`src/rtl/rect_geom_seq_if.sv`:
```
// Producer-side bundle for rect_geom_seq: active-low data-valid handshake,
// the operation select, both rectangle sides and the result register.
interface rect_geom_seq_if #(
  parameter int N = 4
);
  logic           _dav;
  logic           rfd;
  logic           mode;
  logic [N-1:0]   a;
  logic [N-1:0]   b;
  logic [2*N-1:0] p;

  // Producer side: drives the request, observes readiness and the result.
  modport master (
    output _dav,
    output mode,
    output a,
    output b,
    input  rfd,
    input  p
  );

  // Geometry engine side.
  modport slave (
    input  _dav,
    input  mode,
    input  a,
    input  b,
    output rfd,
    output p
  );
endinterface

```
`src/rtl/rect_geom_seq.sv`:
```
// Rectangle geometry engine: perimeter 2*(A+B) in one compute cycle, or area
// A*B through a shift-add multiplier that consumes one multiplier bit per
// cycle for exactly N cycles. Operands are latched on capture so the producer
// may change its inputs freely while the operation runs.
module rect_geom_seq #(
  parameter int N = 4
) (
  input  logic          clock,
  input  logic          reset,
  rect_geom_seq_if.slave bus
);

  localparam int CW = $clog2(N + 1);

  typedef enum logic [1:0] {
    S0 = 2'd0,   // idle, accepting
    S1 = 2'd1,   // compute
    S2 = 2'd2    // wait for _dav release
  } state_t;

  state_t         state_q;
  logic           rfd_q;
  logic           mode_q;
  logic [2*N-1:0] mcand_q;   // A, shifted left one place per area step
  logic [N-1:0]   mplier_q;  // B, shifted right one place per area step
  logic [2*N-1:0] acc_q;     // running partial product, never visible on p
  logic [CW-1:0]  cnt_q;     // remaining area steps
  logic [2*N-1:0] p_q;

  logic [2*N-1:0] acc_d;
  logic [2*N-1:0] mcand_d;
  logic [N-1:0]   mplier_d;
  logic [CW-1:0]  cnt_d;
  logic [2*N-1:0] perim_d;

  // Perimeter of the latched sides; the 2N-bit width cannot overflow for N >= 2.
  function automatic logic [2*N-1:0] f_perimeter(input logic [N-1:0] sa,
                                                  input logic [N-1:0] sb);
    logic [2*N-1:0] sum;
    sum = {{N{1'b0}}, sa} + {{N{1'b0}}, sb};
    return sum << 1;
  endfunction

  // One shift-add step plus the perimeter, both from the latched operands.
  always_comb begin
    acc_d    = acc_q + (mplier_q[0] ? mcand_q : '0);
    mcand_d  = mcand_q << 1;
    mplier_d = mplier_q >> 1;
    cnt_d    = cnt_q - CW'(1);
    perim_d  = f_perimeter(mcand_q[N-1:0], mplier_q);
  end

  // Control FSM with registered rfd/p and the operand datapath.
  always_ff @(posedge clock) begin
    if (reset) begin
      state_q  <= S0;
      rfd_q    <= 1'b1;
      p_q      <= '0;
      mode_q   <= 1'b0;
      mcand_q  <= '0;
      mplier_q <= '0;
      acc_q    <= '0;
      cnt_q    <= '0;
    end else begin
      case (state_q)
        S0: begin
          rfd_q <= 1'b1;
          if (!bus._dav) begin
            mode_q   <= bus.mode;
            mcand_q  <= {{N{1'b0}}, bus.a};
            mplier_q <= bus.b;
            acc_q    <= '0;
            cnt_q    <= CW'(N);
            rfd_q    <= 1'b0;
            state_q  <= S1;
          end
        end
        S1: begin
          rfd_q <= 1'b0;
          if (!mode_q) begin
            p_q     <= perim_d;
            state_q <= S2;
          end else begin
            // Zero operands still run all N steps; the count alone ends S1.
            acc_q    <= acc_d;
            mcand_q  <= mcand_d;
            mplier_q <= mplier_d;
            cnt_q    <= cnt_d;
            if (cnt_q == CW'(1)) begin
              p_q     <= acc_d;
              state_q <= S2;
            end
          end
        end
        S2: begin
          rfd_q <= 1'b0;
          if (bus._dav) begin
            rfd_q   <= 1'b1;
            state_q <= S0;
          end
        end
        default: begin
          rfd_q   <= 1'b1;
          state_q <= S0;
        end
      endcase
    end
  end

  assign bus.rfd = rfd_q;
  assign bus.p   = p_q;

endmodule

```
`src/flat_wrapper.sv`:
```
// flat-port wrapper written by rule: the top's interface ports become plain ports
module rect_geom_seq_flat 
#(
  parameter int N = 4
)
  (clock, reset, bus__dav, bus_mode, bus_a, bus_b, bus_rfd, bus_p);
  rect_geom_seq_if #(.N(N)) bus_i ();
  input  logic clock;
  input  logic reset;
  input wire logic [$bits(bus_i._dav)-1:0] bus__dav;
  input wire logic [$bits(bus_i.mode)-1:0] bus_mode;
  input wire logic [$bits(bus_i.a)-1:0] bus_a;
  input wire logic [$bits(bus_i.b)-1:0] bus_b;
  output wire logic [$bits(bus_i.rfd)-1:0] bus_rfd;
  output wire logic [$bits(bus_i.p)-1:0] bus_p;
  assign bus_i._dav = bus__dav;
  assign bus_i.mode = bus_mode;
  assign bus_i.a = bus_a;
  assign bus_i.b = bus_b;
  assign bus_rfd = bus_i.rfd;
  assign bus_p = bus_i.p;
  rect_geom_seq #(.N(N)) u_core (.clock(clock), .reset(reset), .bus(bus_i));
endmodule
```
`config.mk`:
```
export PLATFORM = sky130hd
export DESIGN_NAME = rect_geom_seq_flat
export DESIGN_NICKNAME = d
export VERILOG_FILES = /design/src/rtl/rect_geom_seq_if.sv /design/src/rtl/rect_geom_seq.sv /design/src/flat_wrapper.sv
export SDC_FILE = /design/constraint.sdc
export NUM_CORES = 1
export LEC_CHECK = 0
export CAP_MARGIN = 25
export CORE_UTILIZATION = 50
export DETAILED_ROUTE_END_ITERATION = 16
export GPL_TIMING_DRIVEN = 0
export PLACE_DENSITY = 0.72
export SKIP_CTS_REPAIR_TIMING = 1
export SLEW_MARGIN = 5
export SYNTH_ARGS = -nofsm -noshare
export SYNTH_HDL_FRONTEND = slang
export SYNTH_SLANG_ARGS = --single-unit
```
`constraint.sdc`:
```
create_clock -name clock -period 2.6 [get_ports clock]
set_clock_uncertainty 0.2 [all_clocks]
set_input_delay 0.26 -clock clock [delete_from_list [all_inputs] [get_ports clock]]
set_output_delay 0.26 -clock clock [all_outputs]
set_load 0.05 [all_outputs]
```
==> results of run 1 <==
## worst min path at each step
| stage | startpoint | end | cells past startpoint |
|---|---|---|---|
| global placement | u_core.bus.p[2] | u_core.bus.p[2] | 2 |
| CTS | reset | u_core.acc_q[6] | 3 |
| global route | u_core.bus.p[2] | u_core.bus.p[2] | 2 |
| detailed placement | u_core.bus.p[2] | u_core.bus.p[2] | 2 |
| finish | reset | u_core.acc_q[6] | 3 |
| floorplan | bus__dav | u_core.bus.rfd | 2 |
## cell usage after synthesis (3+ instances only)
cell,number,area share (%)
nor3b_1,3,1.2
xnor2_1,4,1.8
buf_2,3,0.77
nand2b_1,3,0.97
a211oi_1,3,1.2
dfxtp_1,35,36
nand3_1,5,1.3
nor2_1,26,5.0
and2_1,6,1.9
a22oi_1,6,2.3
ha_1,13,8.4
o21ai_0,3,0.77
clkbuf_1,4,0.77
nor3_1,3,0.77
a21o_1,4,1.5
a21oi_1,18,4.6
xor2_1,5,2.3
inv_1,4,0.77
nand2_1,26,5.0
a311oi_1,6,2.7
## cell type report
type,count,area (sq um),share of cell area [%]
Clock buffer,8,100,4.35
Sequential cell,35,702,30.5
Tap cell,48,60.1,2.61
Multi-Input combinational cell,170,1170,51.1
Buffer,11,56.3,2.45
Timing Repair Buffer,19,190,8.27
Inverter,4,15.0,0.653
## sequential cells by signal, summed over array words and instances, names as in the netlist
register and cells:
u_core.cnt_q 3, u_core.mcand_q 8, u_core.mplier_q 4, u_core.bus.p 8, u_core.bus.rfd 1, u_core.mode_q 1, u_core.acc_q 8, u_core.state_q 2
## logic make-up (layout without fill, tap and decap cells)
kind of cell	after synthesis	in the layout	synth area share [%]
buf+inv	15	42	3.68
flops	35	35	36.2
mux	2	2	1.03
fa+ha+maj	15	15	10.5
xor+xnor	9	9	4.07
simple gates	89	89	23.7
compound gates	55	55	20.9
## worst max-delay path, stage by stage, from the launching register on
cell      delay [ns]
dfxtp_2         0.37
ha_1            0.26
ha_2            0.22
fa_2            0.36
a211oi_2        0.22
nor2_1          0.09
xor2_1          0.22
mux2i_1         0.11
a211oi_1        0.23
## stage by stage
| step | setup slack (ns) | utilization (%) | hold slack, ns |
|---|---|---|---|
| CTS | 0.0166 | 62.0 | 0.257 |
| finish | 0.243 | 62.3 | 0.255 |
| global placement | 0.0521 | 59.3 | 0.246 |
| global route | 0.0448 | 62.3 | 0.288 |
| detailed placement | 0.0417 | 59.3 | 0.256 |
| floorplan | 0.283 | - | 0.194 |
## per-layer routing
metal | wire (microns) | global-route usage, % | vias to the layer above
met3 | 192 | 5.18 | 5
met4 | 67 | 8.33 | 0
met2 | 2010 | 37.0 | 35
met1 | 2210 | 33.4 | 794
li1 | - | - | 837
met5 | 0 | 0 | -
## power breakdown
part / leakage, nW / total [W] / internal (W) / switching (W)
registers: 0.285 / 0.000587 / 0.000561 / 0.0000266
logic: 0.612 / 0.000212 / 0.0000846 / 0.000128
clock network: 0.0515 / 0.000441 / 0.000242 / 0.000200
## cell usage in the layout (no fill, tap or decap), types with 4 or more instances in the layout
| cell type | count |
|---|---|
| a311oi_1 | 6 |
| nand2_1 | 26 |
| and2_1 | 6 |
| clkdlybuf4s50_1 | 19 |
| ha_1 | 12 |
| xnor2_1 | 4 |
| clkbuf_1 | 5 |
| a21o_1 | 4 |
| dfxtp_1 | 34 |
| a22oi_1 | 6 |
| clkbuf_8 | 7 |
| xor2_1 | 5 |
| nor2_1 | 26 |
| nand3_1 | 5 |
| inv_1 | 4 |
| a21oi_1 | 17 |
==> metrics.txt, run 1 <==
status finished, final reports clean; CP Launch Type flop; initial antenna violation count 0; Worst-Margin Slew 0.564 ns; CP endpoint u_core.bus.p[4]; Port Buffers 19; worst reg2reg path endpoint u_core.bus.p[4]; largest net degree at the start of global routing 11; min cycle time layout 2.36 ns; hpwl dp 3190 microns; ANT nets after route 0; Finished Cell Area 0.00230 sq mm; Placer Congestion 0.779; layout cells sized above 1 12.1%; Top FF cell, synth dfxtp_1; Synth Instances 220; final setup fails 0; cells on worst reg2reg path 8; Clock Tree Buf Depth 2; synth-to-layout area growth 18.6%; die height 64.3 microns; Setup crit end kind flop; Power Dens Cells 540 mW/mm^2; Final nets 273; Syn Area/Cell 8.81 sq um; Worst EP required 2.61 ns; die area 0.00413 sq mm; Worst-path clk slew 0.07 ns; fillcell total 341; Final Power 0.00124 W; # DRC 0; clk_lat worst skew 0.29 ns; Max Cap Violations 0; setup TNS 0 ns; DRT iter0 DRCs 83; initial core utilization 52.5%; count of different cell masters after synthesis 51; vias in the first global route 1529; vias per cell 5.66; Non-Filler Instances 295; drt total wl 4490 microns; Clock Tree Root clkbuf_8; Highest Clock Rate 424 MHz; endpoints failing hold 0; slew margin rel. 62.4%; RSZ-0062 raised after global routing no; H-tree depth 2; global-route wire length before repair 7500 microns; register area share after synthesis 36.2%; Synth Cell Area 0.00194 sq mm; Post-synth EDFFs 0; critical-path maximum fanout 9; clock sinks 35; crit share post-route 90.7%; reg2reg start u_core.mplier_q[0]; hold crit path type input port to flop; CTS tree yes; VDD IR-drop max 418 uV; std cell rows 22; Setup CP Type flop to flop; Detailed Routing Iterations Pass 1 4; DR vias 1671; CTS Buf Count 5; IO Count 21; placed cell areas 0.00219 sq mm; Core ar. 0.00369 sq mm; YS warnings 0; die span in x 64.3 microns; leakage 0.949 nW; GRT overflow 0; arrival time at the worst endpoint 2.36 ns; max-slew violations 0; FF+latch count, synth 35; Total Routing Usage GR 24.2%; Cells after DPL 287; drt wl/cell 15.2 microns; # diodes 0; crit path launch u_core.mplier_q[0]; Mapped Nets 247; R2R Setup Slk 0.24 ns; ys async rst share 0%
No activity file was read; power rests on OpenSTA's default activity.
==> run 2, diff against run 1 <==
- clock period: 2.6 -> 2.9 ns (I/O delays scaled with it)
==> run 2 against run 1 <==
Register-to-register slack improved by 0.08 ns. First-iteration DRC count increased by 41%. Via count decreased by 0.54%. Die area unchanged. Clock-buffer cell count unchanged. Critical endpoint is now u_core.bus.p[6].
==> metrics.txt, run 2 (same netlist as run 1, synthesis figures left out) <==
hpwl dp 3190 microns (unchanged); VDD IR-drop max 381 uV (was 418 uV); leakage 0.954 nW (was 0.949 nW); slew margin rel. 62.1% (was 62.4%); GR Util met1 33.4% (unchanged); crit-path cells ha_1 > ha_1 > fa_1 > a211oi_2 > o21bai_1 > a21oi_1 > xnor2_1 > a22o_1 (was ha_1 > ha_2 > fa_2 > a211oi_2 > nor2_1 > xor2_1 > mux2i_1 > a211oi_1); global-route wire length before repair 7500 microns (unchanged); Crit path buffers/inverters 0 (unchanged); die area 0.00413 sq mm (unchanged); min-delay src u_core.bus.p[2] (was reset); H-tree depth 2 (unchanged); initial core utilization 52.5% (unchanged); drt wl/cell 15.2 microns (about the same); Port Buffers 19 (unchanged); grt met3 use 5.18% (unchanged); crit share post-route 89.0% (was 90.7%); Highest Clock Rate 387 MHz (was 424 MHz); reg2reg start u_core.mplier_q[0] (unchanged); std cell rows 22 (unchanged); CP Launch Type flop (unchanged); hold crit path type flop to flop (was input port to flop); # DRC 0 (unchanged); Worst EP required 2.89 ns (was 2.61 ns); Worst-path clk slew 0.07 ns (about the same); Setup CP Type flop to flop (unchanged); arrival time at the worst endpoint 2.57 ns (was 2.36 ns); RSZ-0062 raised after global routing no (unchanged); GRT overflow 0 (unchanged); Detailed Routing Iterations Pass 1 4 (unchanged); register area 701 sq um (was 702 sq um); DRT iter0 DRCs 117 (was 83); status finished, final reports clean (unchanged); Total Routing Usage GR 24.2% (unchanged); most frequent cell on the critical path ha_1; CTS tree yes (unchanged); setup TNS 0 ns (unchanged); Multi-input gate area 0.00117 sq mm (about the same); drt total wl 4480 microns (was 4490 microns); final setup fails 0 (unchanged); Core ar. 0.00369 sq mm (unchanged); layout cells sized above 1 10.5% (was 12.1%); max incr delay on CP 0.43 ns (was 0.37 ns); grt met2 use 37.0% (unchanged); Non-Filler Instances 295 (unchanged); R2R Setup Slk 0.32 ns (was 0.24 ns); Power Dens Cells 486 mW/mm^2 (was 540 mW/mm^2); critical-path maximum fanout 9 (unchanged); min cycle time layout 2.58 ns (was 2.36 ns); fillcell total 345 (was 341); die height 64.3 microns (unchanged); die span in x 64.3 microns (unchanged); Clock Tree Buf Depth 2 (unchanged); CTS Buf Count 5 (unchanged); clk_lat worst skew 0.29 ns (about the same); Clock Tree Root clkbuf_8 (unchanged); Worst path slowest cell fa_1 (was dfxtp_2); clock sinks 35 (unchanged); synth-to-layout area growth 18.1% (was 18.6%); Worst-Margin Slew 0.568 ns (was 0.564 ns); IO Count 21 (unchanged); most common cell after layout, fill and taps aside dfxtp_1 (unchanged); initial antenna violation count 0 (unchanged); DR vias 1662 (was 1671); Placer Congestion 0.779 (unchanged); Most Used Layer, Global Route met2 (unchanged); vias per cell 5.63 (was 5.66); max-slew violations 0 (unchanged); most frequent cells in the layout 35 x dfxtp_1, 26 x nor2_1, 26 x nand2_1 (was 34 x dfxtp_1, 26 x nor2_1, 26 x nand2_1); ANT nets after route 0 (unchanged); Setup crit end kind flop (unchanged); endpoints failing hold 0 (unchanged); Max Cap Violations 0 (unchanged); # diodes 0 (unchanged); crit path launch u_core.mplier_q[0] (unchanged); largest net degree at the start of global routing 11 (unchanged); Cells after DPL 287 (unchanged); Final nets 273 (unchanged); critical path's top delay family adder cells (unchanged); vias in the first global route 1529 (unchanged)
==> run 2: final cells by class <==
| cell class | count | area share, % |
|---|---|---|
| Multi-Input combinational cell | 170 | 51.0 |
| Timing Repair Buffer | 19 | 8.31 |
| Inverter | 4 | 0.656 |
| Clock buffer | 8 | 4.37 |
| Sequential cell | 35 | 30.6 |
| Tap cell | 48 | 2.62 |
| Buffer | 11 | 2.46 |
==> run 2: layer usage <==
metal / wire length (microns) / vias up / share of wire (%)
met4: 64 / 0 / 1.4
met3: 137 / 5 / 3.1
met2: 1980 / 20 / 44
met1: 2300 / 798 / 51
li1: - / 839 / -
met5: 0 / - / 0
==> run 2: worst paths after layout <==
| kind | endpoint | cells past startpoint |
|---|---|---|
| worst min register to register | u_core.bus.p[2] | 2 |
| worst max-delay path | u_core.bus.p[6] | 8 |
| worst max register to register | u_core.bus.p[6] | 8 |
| worst min-delay path | u_core.bus.p[2] | 2 |
==> run 2: power by group <==
| part | switching, W | total (W) | internal (W) | leakage [nW] |
|---|---|---|---|---|
| registers | 0.0000239 | 0.000526 | 0.000502 | 0.285 |
| logic | 0.000114 | 0.000190 | 0.0000756 | 0.617 |
| clock network | 0.000179 | 0.000396 | 0.000217 | 0.0515 |
==> run 2: through the flow <==
stage / power, W / hold slack [ns] / util (%) / area, sq um / setup WS, ns
finish: 0.00111 / 0.262 / 62.0 / 2290 / 0.319
CTS: 0.00112 / 0.265 / 62.0 / 2290 / 0.317
global placement: 0.000723 / 0.246 / 59.3 / 2190 / 0.352
detailed placement: 0.000726 / 0.256 / 59.3 / 2190 / 0.342
global route: 0.00116 / 0.288 / 62.0 / 2290 / 0.117
floorplan: 0.000662 / 0.224 / - / 1940 / 0.583
==> run 2: worst reg2reg max path, stage by stage, from the launching register on <==
cell      delay [ns]
dfxtp_1         0.40
ha_1            0.29
ha_1            0.26
fa_1            0.43
a211oi_2        0.23
o21bai_1        0.11
a21oi_1         0.27
xnor2_1         0.10
a22o_1          0.19
==> run 3, diff against run 2 <==
- PLACE_DENSITY: 0.72 -> 0.69
==> run 3 against run 2 <==
Final area shrank 1.2%. Sequential power barely moved. Register-to-register slack got worse by 0.02 ns. Global-route usage is 1.2 points lower. Flip-flop and latch count unchanged. Hold slack improved by 0.0024 ns. Via count shrank 0.66%. Die area unchanged. First-iteration DRC count is 44% lower. Total power down 6.6%. Critical path depth unchanged. Clock power is 18% lower. Largest cell class unchanged.
==> metrics.txt, run 3 (same netlist as run 1, synthesis figures left out) <==
initial core utilization 52.5% (unchanged); R2R Setup Slk 0.30 ns (was 0.32 ns); std cell rows 22 (unchanged); Power Dens Cells 459 mW/mm^2 (was 486 mW/mm^2); die area 0.00413 sq mm (unchanged); GRT overflow 0 (unchanged); clock sinks 35 (unchanged); Fin Hold WS 0.265 ns (was 0.262 ns); Worst-path clk slew 0.07 ns (about the same); Port Buffers 19 (unchanged); Worst EP required 2.88 ns (was 2.89 ns); CP Launch Type flop (unchanged); die height 64.3 microns (unchanged); crit share post-route 89.8% (was 89.0%); ANT nets after route 0 (unchanged); vias in the first global route 1519 (was 1529); dpl ws 0.320 ns (was 0.342 ns); arrival time at the worst endpoint 2.58 ns (was 2.57 ns); # diodes 0 (unchanged); max-slew violations 0 (unchanged); synth-to-layout area growth 16.7% (was 18.1%); reg2reg start u_core.mplier_q[0] (unchanged); DR vias 1651 (was 1662); leakage 0.939 nW (was 0.954 nW); Setup crit end kind flop (unchanged); Final nets 273 (unchanged); H-tree depth 2 (unchanged); final setup fails 0 (unchanged); cells on worst reg2reg path 8 (unchanged); drt total wl 4300 microns (was 4480 microns); CTS tree yes (unchanged); Max Cap Violations 0 (unchanged); fillcell total 366 (was 345); largest net degree at the start of global routing 11 (unchanged); crit-path cells ha_1 > ha_1 > fa_1 > a211oi_2 > o21bai_1 > a21oi_1 > xnor2_1 > a22o_1 (unchanged); CTS Buf Count 5 (unchanged); most common cell after layout, fill and taps aside dfxtp_1 (unchanged); Clock Tree Buf Depth 2 (unchanged); layout cells sized above 1 9.80% (was 10.5%); VDD IR-drop max 333 uV (was 381 uV); Hold Crit Depth 2 (unchanged); slew margin rel. 63.6% (was 62.1%); clk_lat worst skew 0.28 ns (was 0.29 ns); hold-critical path endpoint u_core.mcand_q[6] (was u_core.bus.p[2]); DRT iter0 DRCs 65 (was 117); hold crit path type flop to flop (unchanged); max incr delay on CP 0.44 ns (was 0.43 ns); RSZ-0062 raised after global routing no (unchanged); most frequent cells in the layout 35 x dfxtp_1, 26 x nor2_1, 26 x nand2_1 (unchanged); Clock Tree Root clkbuf_8 (unchanged); drt wl/cell 14.7 microns (was 15.2 microns); endpoints failing hold 0 (unchanged); Placer Congestion 0.779 (about the same); Detailed Routing Iterations Pass 1 4 (unchanged); status finished, final reports clean (unchanged); most frequent cell on the critical path ha_1 (unchanged); Setup WS post-layout 0.296 ns (was 0.319 ns); Final Power 0.00104 W (was 0.00111 W); Multi-input gate area 0.00117 sq mm (unchanged); worst reg2reg path endpoint u_core.bus.p[6] (unchanged); critical-path maximum fanout 9 (unchanged); Highest Clock Rate 384 MHz (was 387 MHz); hpwl dp 3140 microns (was 3190 microns); Setup CP Type flop to flop (unchanged); Total Routing Usage GR 23.0% (was 24.2%); initial antenna violation count 0 (unchanged); register area 701 sq um (unchanged); IO Count 21 (unchanged); # DRC 0 (unchanged); Worst-Margin Slew 0.546 ns (was 0.568 ns); min-delay src u_core.mcand_q[6] (was u_core.bus.p[2]); global-route wire length before repair 7220 microns (was 7500 microns); Core ar. 0.00369 sq mm (unchanged); setup TNS 0 ns (unchanged); min cycle time layout 2.60 ns (was 2.58 ns); die span in x 64.3 microns (unchanged); Worst path slowest cell fa_1 (unchanged); vias per cell 5.63 (about the same)
[run 3: cell types whose count changed in the layout (fill, tap and decap cells not counted), sizes merged]
| cell | before | now |
|---|---|---|
| clkbuf | 12 | 10 |
[run 3: metal layers]
layer / global-route usage, % / share of wire [%] / wire [microns]
met3: 4.82 / 3.5 / 150
met1: 32.3 / 50 / 2170
met5: 0 / 0 / 0
met2: 35.7 / 45 / 1940
met4: 5.83 / 0.91 / 39
[run 3: how the worst max path moves through the flow]
stage	slack, ns	end	startpoint	depth (start not counted)
final	0.30	u_core.bus.p[6]	u_core.mplier_q[0]	8
after global routing	0.14	u_core.bus.p[6]	u_core.mplier_q[0]	8
after CTS	0.30	u_core.bus.p[6]	u_core.mplier_q[0]	8
after detailed placement	0.32	u_core.bus.p[6]	u_core.mplier_q[0]	8
after global placement	0.33	u_core.bus.p[6]	u_core.mplier_q[0]	8
after floorplan	0.58	u_core.bus.p[6]	u_core.mplier_q[0]	8
[run 3: layout make-up]
type	instances	share of cell area, %
Multi-Input combinational cell	170	51.6
Sequential cell	35	31.0
Timing Repair Buffer	19	8.41
Clock buffer	6	3.21
Tap cell	48	2.66
Buffer	11	2.49
Inverter	4	0.664
[run 3: metrics by stage]
stage          cells  instance area [sq um]  util (%)
5_1_grt          293                   2260      61.3
3_3_place_gp     287                   2190      59.3
4_1_cts          293                   2260      61.3
6_report         293                   2260      61.3
3_5_place_dp     287                   2190      59.3
2_1_floorplan    220                   1940         -
[run 3: report_power, final]
part	internal [W]	switching (W)	total, W
clock network	0.000160	0.000164	0.000324
registers	0.000502	0.0000231	0.000526
logic	0.0000756	0.000113	0.000189
[run 3: critical path: cells and delay by family (launching register included)]
family,cells,cell delay (ns)
AOI/OAI and AO/OA,4,0.84
adders and majority gates,3,0.98
xor gates and xnor gates,1,0.10
DFF,1,0.38
